$ cat config.mk
export PLATFORM = sky130hd
export DESIGN_NAME = writeback_logic_gen
export DESIGN_NICKNAME = d
export VERILOG_FILES = /design/src/rtl/bert_mem_map_pkg.sv /design/src/rtl/writeback_logic_gen_addr.sv /design/src/rtl/writeback_logic_gen.sv
export SDC_FILE = /design/constraint.sdc
export NUM_CORES = 1
export LEC_CHECK = 0
export ABC_AREA = 1
export CORE_AREA = 2 2 210 212
export CTS_BUF_LIST = sky130_fd_sc_hd__clkbuf_8
export DETAILED_ROUTE_END_ITERATION = 10
export DIE_AREA = 0 0 212 214
export HOLD_SLACK_MARGIN = 0.15
export PLACE_DENSITY = 0.63
export SLEW_MARGIN = 40
export SYNTH_ARGS = -nofsm -noshare
export SYNTH_HDL_FRONTEND = slang
export SYNTH_SLANG_ARGS = --single-unit
$ cat constraint.sdc
create_clock -name clk -period 7.9 [get_ports clk]
set_input_delay 0.79 -clock clk [delete_from_list [all_inputs] [get_ports clk]]
set_output_delay 0.79 -clock clk [all_outputs]
set_load 0.01 [all_outputs]
$ cat src/rtl/bert_mem_map_pkg.sv
// Shared memory-map definitions for the BERT activation/weight BRAM.
// Holds region base constants, Buffer_Select encodings, region/stride
// helpers, beats-per-tile constants and the writeback FSM state type.
package bert_mem_map_pkg;

  typedef enum logic [2:0] {
    BUF_W = 3'b000,
    BUF_B = 3'b001,
    BUF_I = 3'b010,
    BUF_Q = 3'b011,
    BUF_K = 3'b100,
    BUF_V = 3'b101
  } buf_sel_e;

  localparam int unsigned BASE_W = 0;
  localparam int unsigned BASE_B = 64;
  localparam int unsigned BASE_I = 112;
  localparam int unsigned BASE_Q = 0;

  localparam int unsigned BEATS_SMALL = 32;
  localparam int unsigned BEATS_LARGE = 512;

  localparam int unsigned TILE_PTR_W = 9;
  localparam int unsigned BEAT_CNT_W = 10;

  typedef enum logic [1:0] {
    WB_IDLE,
    WB_WRITING,
    WB_DONE
  } wb_state_e;

  // BRAM words occupied by one full matrix.
  function automatic int unsigned region_words(input int unsigned cols,
                                               input int unsigned rows,
                                               input int unsigned nbits,
                                               input int unsigned dw);
    return (cols * rows * nbits) / dw;
  endfunction

  // BRAM words occupied by one logical matrix row.
  function automatic int unsigned row_stride(input int unsigned cols,
                                             input int unsigned nbits,
                                             input int unsigned dw);
    return (cols * nbits) / dw;
  endfunction

  // Base word address of the region selected by Buffer_Select.
  function automatic int unsigned region_base(input logic [2:0] sel,
                                              input int unsigned region);
    int unsigned b;
    b = 0;
    case (buf_sel_e'(sel))
      BUF_W:   b = BASE_W;
      BUF_B:   b = BASE_B;
      BUF_I:   b = BASE_I;
      BUF_Q:   b = BASE_Q;
      BUF_K:   b = region;
      BUF_V:   b = 2 * region;
      default: b = 0;
    endcase
    return b;
  endfunction

endpackage

$ cat src/rtl/writeback_logic_gen_addr.sv
// wb_addr_gen: registered BRAM write stage.
// On each accepted beat it registers the write address (linear or
// column-stride placement), the beat data and a one-cycle write enable.
// Ports:
//   clk, rst_n     clock, async active-low reset
//   accept         a beat is accepted this cycle
//   base           latched region base address
//   tile_ptr       current tile index
//   beat_cnt       index of the beat being accepted
//   n_beats        beats per tile (32 or 512)
//   transpose      1: column-stride placement, 0: linear
//   in_data        beat data
//   bram_addr/din/we  registered write command
module wb_addr_gen
  import bert_mem_map_pkg::*;
#(
  parameter int unsigned ADDR_WIDTH = 16,
  parameter int unsigned DATA_WIDTH = 256,
  parameter int unsigned ROW_STRIDE = 24
) (
  input  logic                  clk,
  input  logic                  rst_n,
  input  logic                  accept,
  input  logic [ADDR_WIDTH-1:0] base,
  input  logic [TILE_PTR_W-1:0] tile_ptr,
  input  logic [BEAT_CNT_W-1:0] beat_cnt,
  input  logic [BEAT_CNT_W-1:0] n_beats,
  input  logic                  transpose,
  input  logic [DATA_WIDTH-1:0] in_data,
  output logic [ADDR_WIDTH-1:0] bram_addr,
  output logic [DATA_WIDTH-1:0] bram_din,
  output logic                  bram_we
);

  logic [31:0] lin_addr;
  logic [31:0] tr_addr;
  logic [31:0] addr_full;

  // Computed at 32 bits and truncated: address arithmetic wraps modulo 2^ADDR_WIDTH.
  always_comb begin
    lin_addr  = 32'(base) + 32'(tile_ptr) * 32'(n_beats) + 32'(beat_cnt);
    tr_addr   = 32'(base) + 32'(beat_cnt) * ROW_STRIDE + 32'(tile_ptr);
    addr_full = transpose ? tr_addr : lin_addr;
  end

  always_ff @(posedge clk or negedge rst_n) begin
    if (!rst_n) begin
      bram_addr <= '0;
      bram_din  <= '0;
      bram_we   <= 1'b0;
    end else begin
      bram_we <= accept;
      if (accept) begin
        bram_addr <= addr_full[ADDR_WIDTH-1:0];
        bram_din  <= in_data;
      end
    end
  end

endmodule

$ cat src/rtl/writeback_logic_gen.sv
// writeback_logic_gen: write-side address generator for the shared BRAM.
// Accepts result beats over valid/ready and issues registered BRAM writes
// into the region chosen by Buffer_Select, one tile per start_write,
// followed by a one-cycle write_done.
// Ports:
//   clk, rst_n          clock, async active-low reset
//   start_write         begin next tile (sampled only in IDLE)
//   reset_addr_counter  clear tile pointer
//   Buffer_Select       target region
//   Tiles_Control       1: 32 beats/tile, 0: 512 beats/tile
//   transpose_en        1: column-stride placement, 0: linear
//   in_data/in_valid/in_ready  beat handshake
//   bram_addr/bram_din/bram_we registered write command
//   write_done          one-cycle tile-end pulse
module writeback_logic_gen
  import bert_mem_map_pkg::*;
#(
  parameter int unsigned ADDR_WIDTH       = 16,
  parameter int unsigned DATA_WIDTH       = 256,
  parameter int unsigned ORIGINAL_COLUMNS = 768,
  parameter int unsigned ORIGINAL_ROWS    = 512,
  parameter int unsigned NUM_BITS         = 8
) (
  input  logic                  clk,
  input  logic                  rst_n,
  input  logic                  start_write,
  input  logic                  reset_addr_counter,
  input  logic [2:0]            Buffer_Select,
  input  logic                  Tiles_Control,
  input  logic                  transpose_en,
  input  logic [DATA_WIDTH-1:0] in_data,
  input  logic                  in_valid,
  output logic                  in_ready,
  output logic [ADDR_WIDTH-1:0] bram_addr,
  output logic [DATA_WIDTH-1:0] bram_din,
  output logic                  bram_we,
  output logic                  write_done
);

  localparam int unsigned REGION =
    region_words(ORIGINAL_COLUMNS, ORIGINAL_ROWS, NUM_BITS, DATA_WIDTH);
  localparam int unsigned ROW_STRIDE =
    row_stride(ORIGINAL_COLUMNS, NUM_BITS, DATA_WIDTH);

  wb_state_e state, state_nxt;

  logic [TILE_PTR_W-1:0] tile_ptr;
  logic [BEAT_CNT_W-1:0] beat_cnt;
  logic [BEAT_CNT_W-1:0] n_beats;
  logic [ADDR_WIDTH-1:0] base;
  logic                  mode_tr;
  logic [31:0]           base_full;
  logic                  accept;
  logic                  last_beat;
  logic                  start_ok;

  assign base_full = region_base(Buffer_Select, REGION);
  assign start_ok  = (state == WB_IDLE) && start_write;
  assign in_ready  = (state == WB_WRITING) && (beat_cnt < n_beats);
  assign accept    = in_valid && in_ready;
  assign last_beat = accept && (beat_cnt == n_beats - BEAT_CNT_W'(1));

  always_comb begin
    state_nxt = state;
    case (state)
      WB_IDLE:    if (start_write) state_nxt = WB_WRITING;
      WB_WRITING: if (last_beat)   state_nxt = WB_DONE;
      WB_DONE:    state_nxt = WB_IDLE;
      default:    state_nxt = WB_IDLE;
    endcase
  end

  always_ff @(posedge clk or negedge rst_n) begin
    if (!rst_n) begin
      state      <= WB_IDLE;
      tile_ptr   <= '0;
      beat_cnt   <= '0;
      n_beats    <= '0;
      base       <= '0;
      mode_tr    <= 1'b0;
      write_done <= 1'b0;
    end else begin
      state      <= state_nxt;
      write_done <= last_beat;

      if (start_ok) begin
        base     <= base_full[ADDR_WIDTH-1:0];
        n_beats  <= Tiles_Control ? BEAT_CNT_W'(BEATS_SMALL) : BEAT_CNT_W'(BEATS_LARGE);
        mode_tr  <= transpose_en;
        beat_cnt <= '0;
      end else if (accept) begin
        beat_cnt <= beat_cnt + BEAT_CNT_W'(1);
      end else if (state == WB_DONE) begin
        beat_cnt <= '0;
      end

      // A pointer clear outranks the end-of-tile advance.
      if (reset_addr_counter) begin
        tile_ptr <= '0;
      end else if (state == WB_DONE) begin
        tile_ptr <= tile_ptr + TILE_PTR_W'(1);
      end
    end
  end

  wb_addr_gen #(
    .ADDR_WIDTH (ADDR_WIDTH),
    .DATA_WIDTH (DATA_WIDTH),
    .ROW_STRIDE (ROW_STRIDE)
  ) u_addr_gen (
    .clk       (clk),
    .rst_n     (rst_n),
    .accept    (accept),
    .base      (base),
    .tile_ptr  (tile_ptr),
    .beat_cnt  (beat_cnt),
    .n_beats   (n_beats),
    .transpose (mode_tr),
    .in_data   (in_data),
    .bram_addr (bram_addr),
    .bram_din  (bram_din),
    .bram_we   (bram_we)
  );

endmodule

==> summary.md <==
| Metric | Value |
|---|---|
| Post-CTS Setup Bufs | 0 |
| Vias | around 12k |
| Final Cycle Share | roughly 43% |
| Hold Path Sink | u_addr_gen.bram_din[13] |
| First-pass GRT wire length | 71.1 mm |
| Initial DRC Count | roughly 840 |
| Detail Route Antenna Nets | 0 |
| Inserted Clock Buffers | 53 |
| Clock latency on the worst-skew pair | about 0.64 ns |
| Setup-failing EPs final | 0 |
| Worst Hold Depth | 2 |
| Routed wire length | 46.1 mm |
| Critical path launch point type | register |
| Actual transition at the worst max-transition pin | 0.830 ns |
| Pleak | roughly 11 nW |
| # DRC | 0 |
| Worst r2r src | beat_cnt[1] |
| Clk_skew | between 0.02 and 0.03 ns |
| Ys flop type | dfrtp_1 |
| Clock buffer depth | 3 |
| Flop-to-flop setup slack | roughly 4.5 ns |
| Worst setup margin | around 4.5 ns |
| Hold WC Path Type | register to register |
| DP Worst Slack | 4.24 ns |
| Vias in the first global route | about 13k |
| Initial antenna violation count | 6 |
| Number of synthesized flops with an enable pin | 0 |
| Maximum clock frequency | 293 MHz |
| Final nets | around 2.5k |
| Power per cell area | ~160 mW/mm^2 |
| Synthesized instance count | 1612 |
| Port Buffers | 540 |
| Hold_sp | u_addr_gen.bram_din[13] |
| Syn Std Cell Area | 0.0138 mm^2 |
| Starting Density | between 30 and 40% |
| CTS tree | built |
| Rows | 76 |
| DR WL/cell | ~17 um |
| Crit path required time | 8.42 ns |
| Worst Reg2Reg Path Length in Cells | 18 |
| Endpoints failing hold | 0 |
| WP data arrival | just under 4 ns |
| Netlist cell types | 46 |
| Die Ht | 214 um |
| Critical Path End Type | register |
| Fraction of layout cells with a size suffix above 1 | under 10% |
| Fin Setup TNS | 0 ns |
| Die W | ~210 um |
| Fin crit period | between 3 and 4 ns |
| Core box area | ~0.043 mm^2 |
| Core Util, Final | between 40% and 50% |
| Crit Path Max Fanout | 5 |
| Outcome | complete, no violations |
| CTS root buf | clkbuf_8 |
| Clk pin slew, worst setup/hold paths | roughly 0.060 ns |
| I/O Pins | approximately 540 |
| DRT Pass-1 Iters | 5 |
| Gr usage total | between 20% and 30% |
| Avg Vias per Cell | ~4.4 |
| Syn Nets | around 2.0k |
| Area Growth Syn to Fin | 51.0% |
| CTS resizes | 0 |
| Max-Cap Viols | 0 |
| Number of synthesized register bits | 303 |
| Syn_area_per_cell | between 8 and 9 um^2 |
| Crit Path Class | register to register |
| Sequential fraction of the synthesis area | around 55% |
| RSZ-0062 raised after global routing | false |
| Maximum vdd drop | about 0.10 mV |
| Synthesis Warnings | 0 |
| Max_slew headroom | between 40 and 50% |
| Post-synth ARST share | between 90% and 100% |
| H-tree levels | 2 |
| Largest net degree at the start of global routing | 146 |
| Total grt overflow | 0 |
| Slew Limit Fails | 0 |
| Worst flop-to-flop path endpoint | u_addr_gen.bram_addr[15] |
| CTS Sinks | 303 |
| Placer Congestion | 0.866 |
| Die footprint | 0.0454 mm^2 |
| Hpwl dp | 33.4 mm |
==> placed cells by master (no fill, tap or decap), types with 3 or more instances in the layout <==
cell type,instances
buf_4,3
xor2_1,16
nand3_2,4
nand4_1,4
buf_6,3
or2_2,4
a31oi_1,3
diode_2,4
o21a_1,4
clkbuf_8,66
nor3_1,3
clkinv_2,5
inv_1,107
bufinv_16,3
nand2_2,10
nor2_1,24
ha_1,64
nand2_1,887
fa_1,10
o21bai_1,3
o21ai_0,30
nand3_1,16
a21oi_1,29
dfrtp_1,303
clkdlybuf4s50_1,539
xnor2_1,8
inv_2,4
o22ai_1,6
==> critical path, cell delays in order (launching register included) <==
cell	delay, ns
dfrtp_1	0.47
ha_1	0.32
fa_1	0.43
xor2_1	0.21
fa_1	0.45
ha_1	0.40
nand2_1	0.10
nor2_1	0.10
nand2_1	0.08
nand3_2	0.08
nand4_1	0.12
nand2_2	0.11
nand2_1	0.08
nand2_1	0.06
nand2_1	0.05
nand3_1	0.06
nand2_1	0.07
nand2_1	0.06
nand2_1	0.06
==> report_power, final <==
part                  switching (mW)  leakage [nW]  internal [mW]  total (mW)
combinational                 0.0530          6.03          0.117       0.170
clock                          0.678         0.655          0.850        1.53
sequential     0.0000000000000000180          4.17           1.55        1.55
==> sequential cells by signal, summed over array words and instances, names as in the netlist <==
name                  count
state                     2
u_addr_gen.bram_we        1
u_addr_gen.bram_din     256
beat_cnt                 10
n_beats                   2
tile_ptr                  9
mode_tr                   1
u_addr_gen.bram_addr     16
write_done                1
base                      5
==> cell usage after synthesis (all sizes together), types with 3 or more instances <==
cell	number	area share, %
a21oi	31	1.2
o21a	4	0.22
clkbuf	5	0.14
dfrtp	303	55
fa	10	1.5
nor2	28	0.91
nand2	899	25
a31oi	3	0.14
o22ai	6	0.27
nand3	20	0.87
xor2	16	1.0
xnor2	8	0.51
inv	91	2.5
ha	64	5.8
nand4	4	0.18
or2	4	0.18
o21ai	32	1.2
o21bai	3	0.16
nor3	3	0.11
buf	61	2.5
nand3b	3	0.19
==> worst max path at each step <==
stage,startpoint,endpoint,slack [ns],depth (start not counted)
floorplan,beat_cnt[6],u_addr_gen.bram_addr[12],4.94,18
global placement,in_valid,u_addr_gen.bram_din[82],4.31,6
detailed placement,in_valid,u_addr_gen.bram_din[184],4.24,6
CTS,beat_cnt[6],u_addr_gen.bram_din[184],4.37,12
global route,beat_cnt[6],u_addr_gen.bram_din[32],4.17,12
finish,beat_cnt[1],u_addr_gen.bram_addr[15],4.49,18
==> final cells by class <==
cell class | count | area (um^2)
Antenna cell | 4 | 10.0
Clock buffer | 66 | 908
Clock inverter | 31 | 218
Fill cell | 4115 | 22000
Inverter | 92 | 353
Multi-Input combinational cell | 1151 | 5520
Sequential cell | 303 | 7580
Tap cell | 585 | 732
Timing Repair Buffer | 549 | 5520
==> per-layer routing <==
layer	share of wire (%)	vias up	track usage (%)	routed length, um
met4	2.6	4	7.04	1200
met2	50	402	35.2	23000
li1	-	6059	-	-
met1	40	5755	23.0	18300
met3	7.6	82	6.11	3510
met5	0.067	-	0	31
==> stage by stage <==
| stage | hold slack [ns] | power, mW | instances | area [um^2] |
|---|---|---|---|---|
| 5_1_grt | 0.494 | 3.38 | 2781 | 20800 |
| 4_1_cts | 0.480 | 3.31 | 2776 | 20800 |
| 2_1_floorplan | 0.461 | 1.58 | 1612 | 13800 |
| 3_5_place_dp | 0.464 | 1.75 | 2678 | 19700 |
| 3_3_place_gp | 0.460 | 1.75 | 2678 | 19700 |
| 6_report | 0.474 | 3.25 | 2781 | 20800 |
==> timing repair <==
item / in CTS / in global routing
endpoints found under the hold margin: 57 / 0
hold buffers: 1 / 0
endpoints found under the setup margin: 0 / 0
==> cells by family after synthesis <==
| logic type | count (synthesis) | synth area share, % |
|---|---|---|
| flip-flops | 303 | 54.9 |
| XOR/XNOR | 24 | 1.52 |
| AND/OR/NAND/NOR | 961 | 27.1 |
| buffers and inverters | 158 | 5.17 |
| adder cells (fa/ha/maj) | 74 | 7.25 |
| AO/OA/AOI/OAI | 92 | 3.98 |
(Power assumes the default switching activity.)
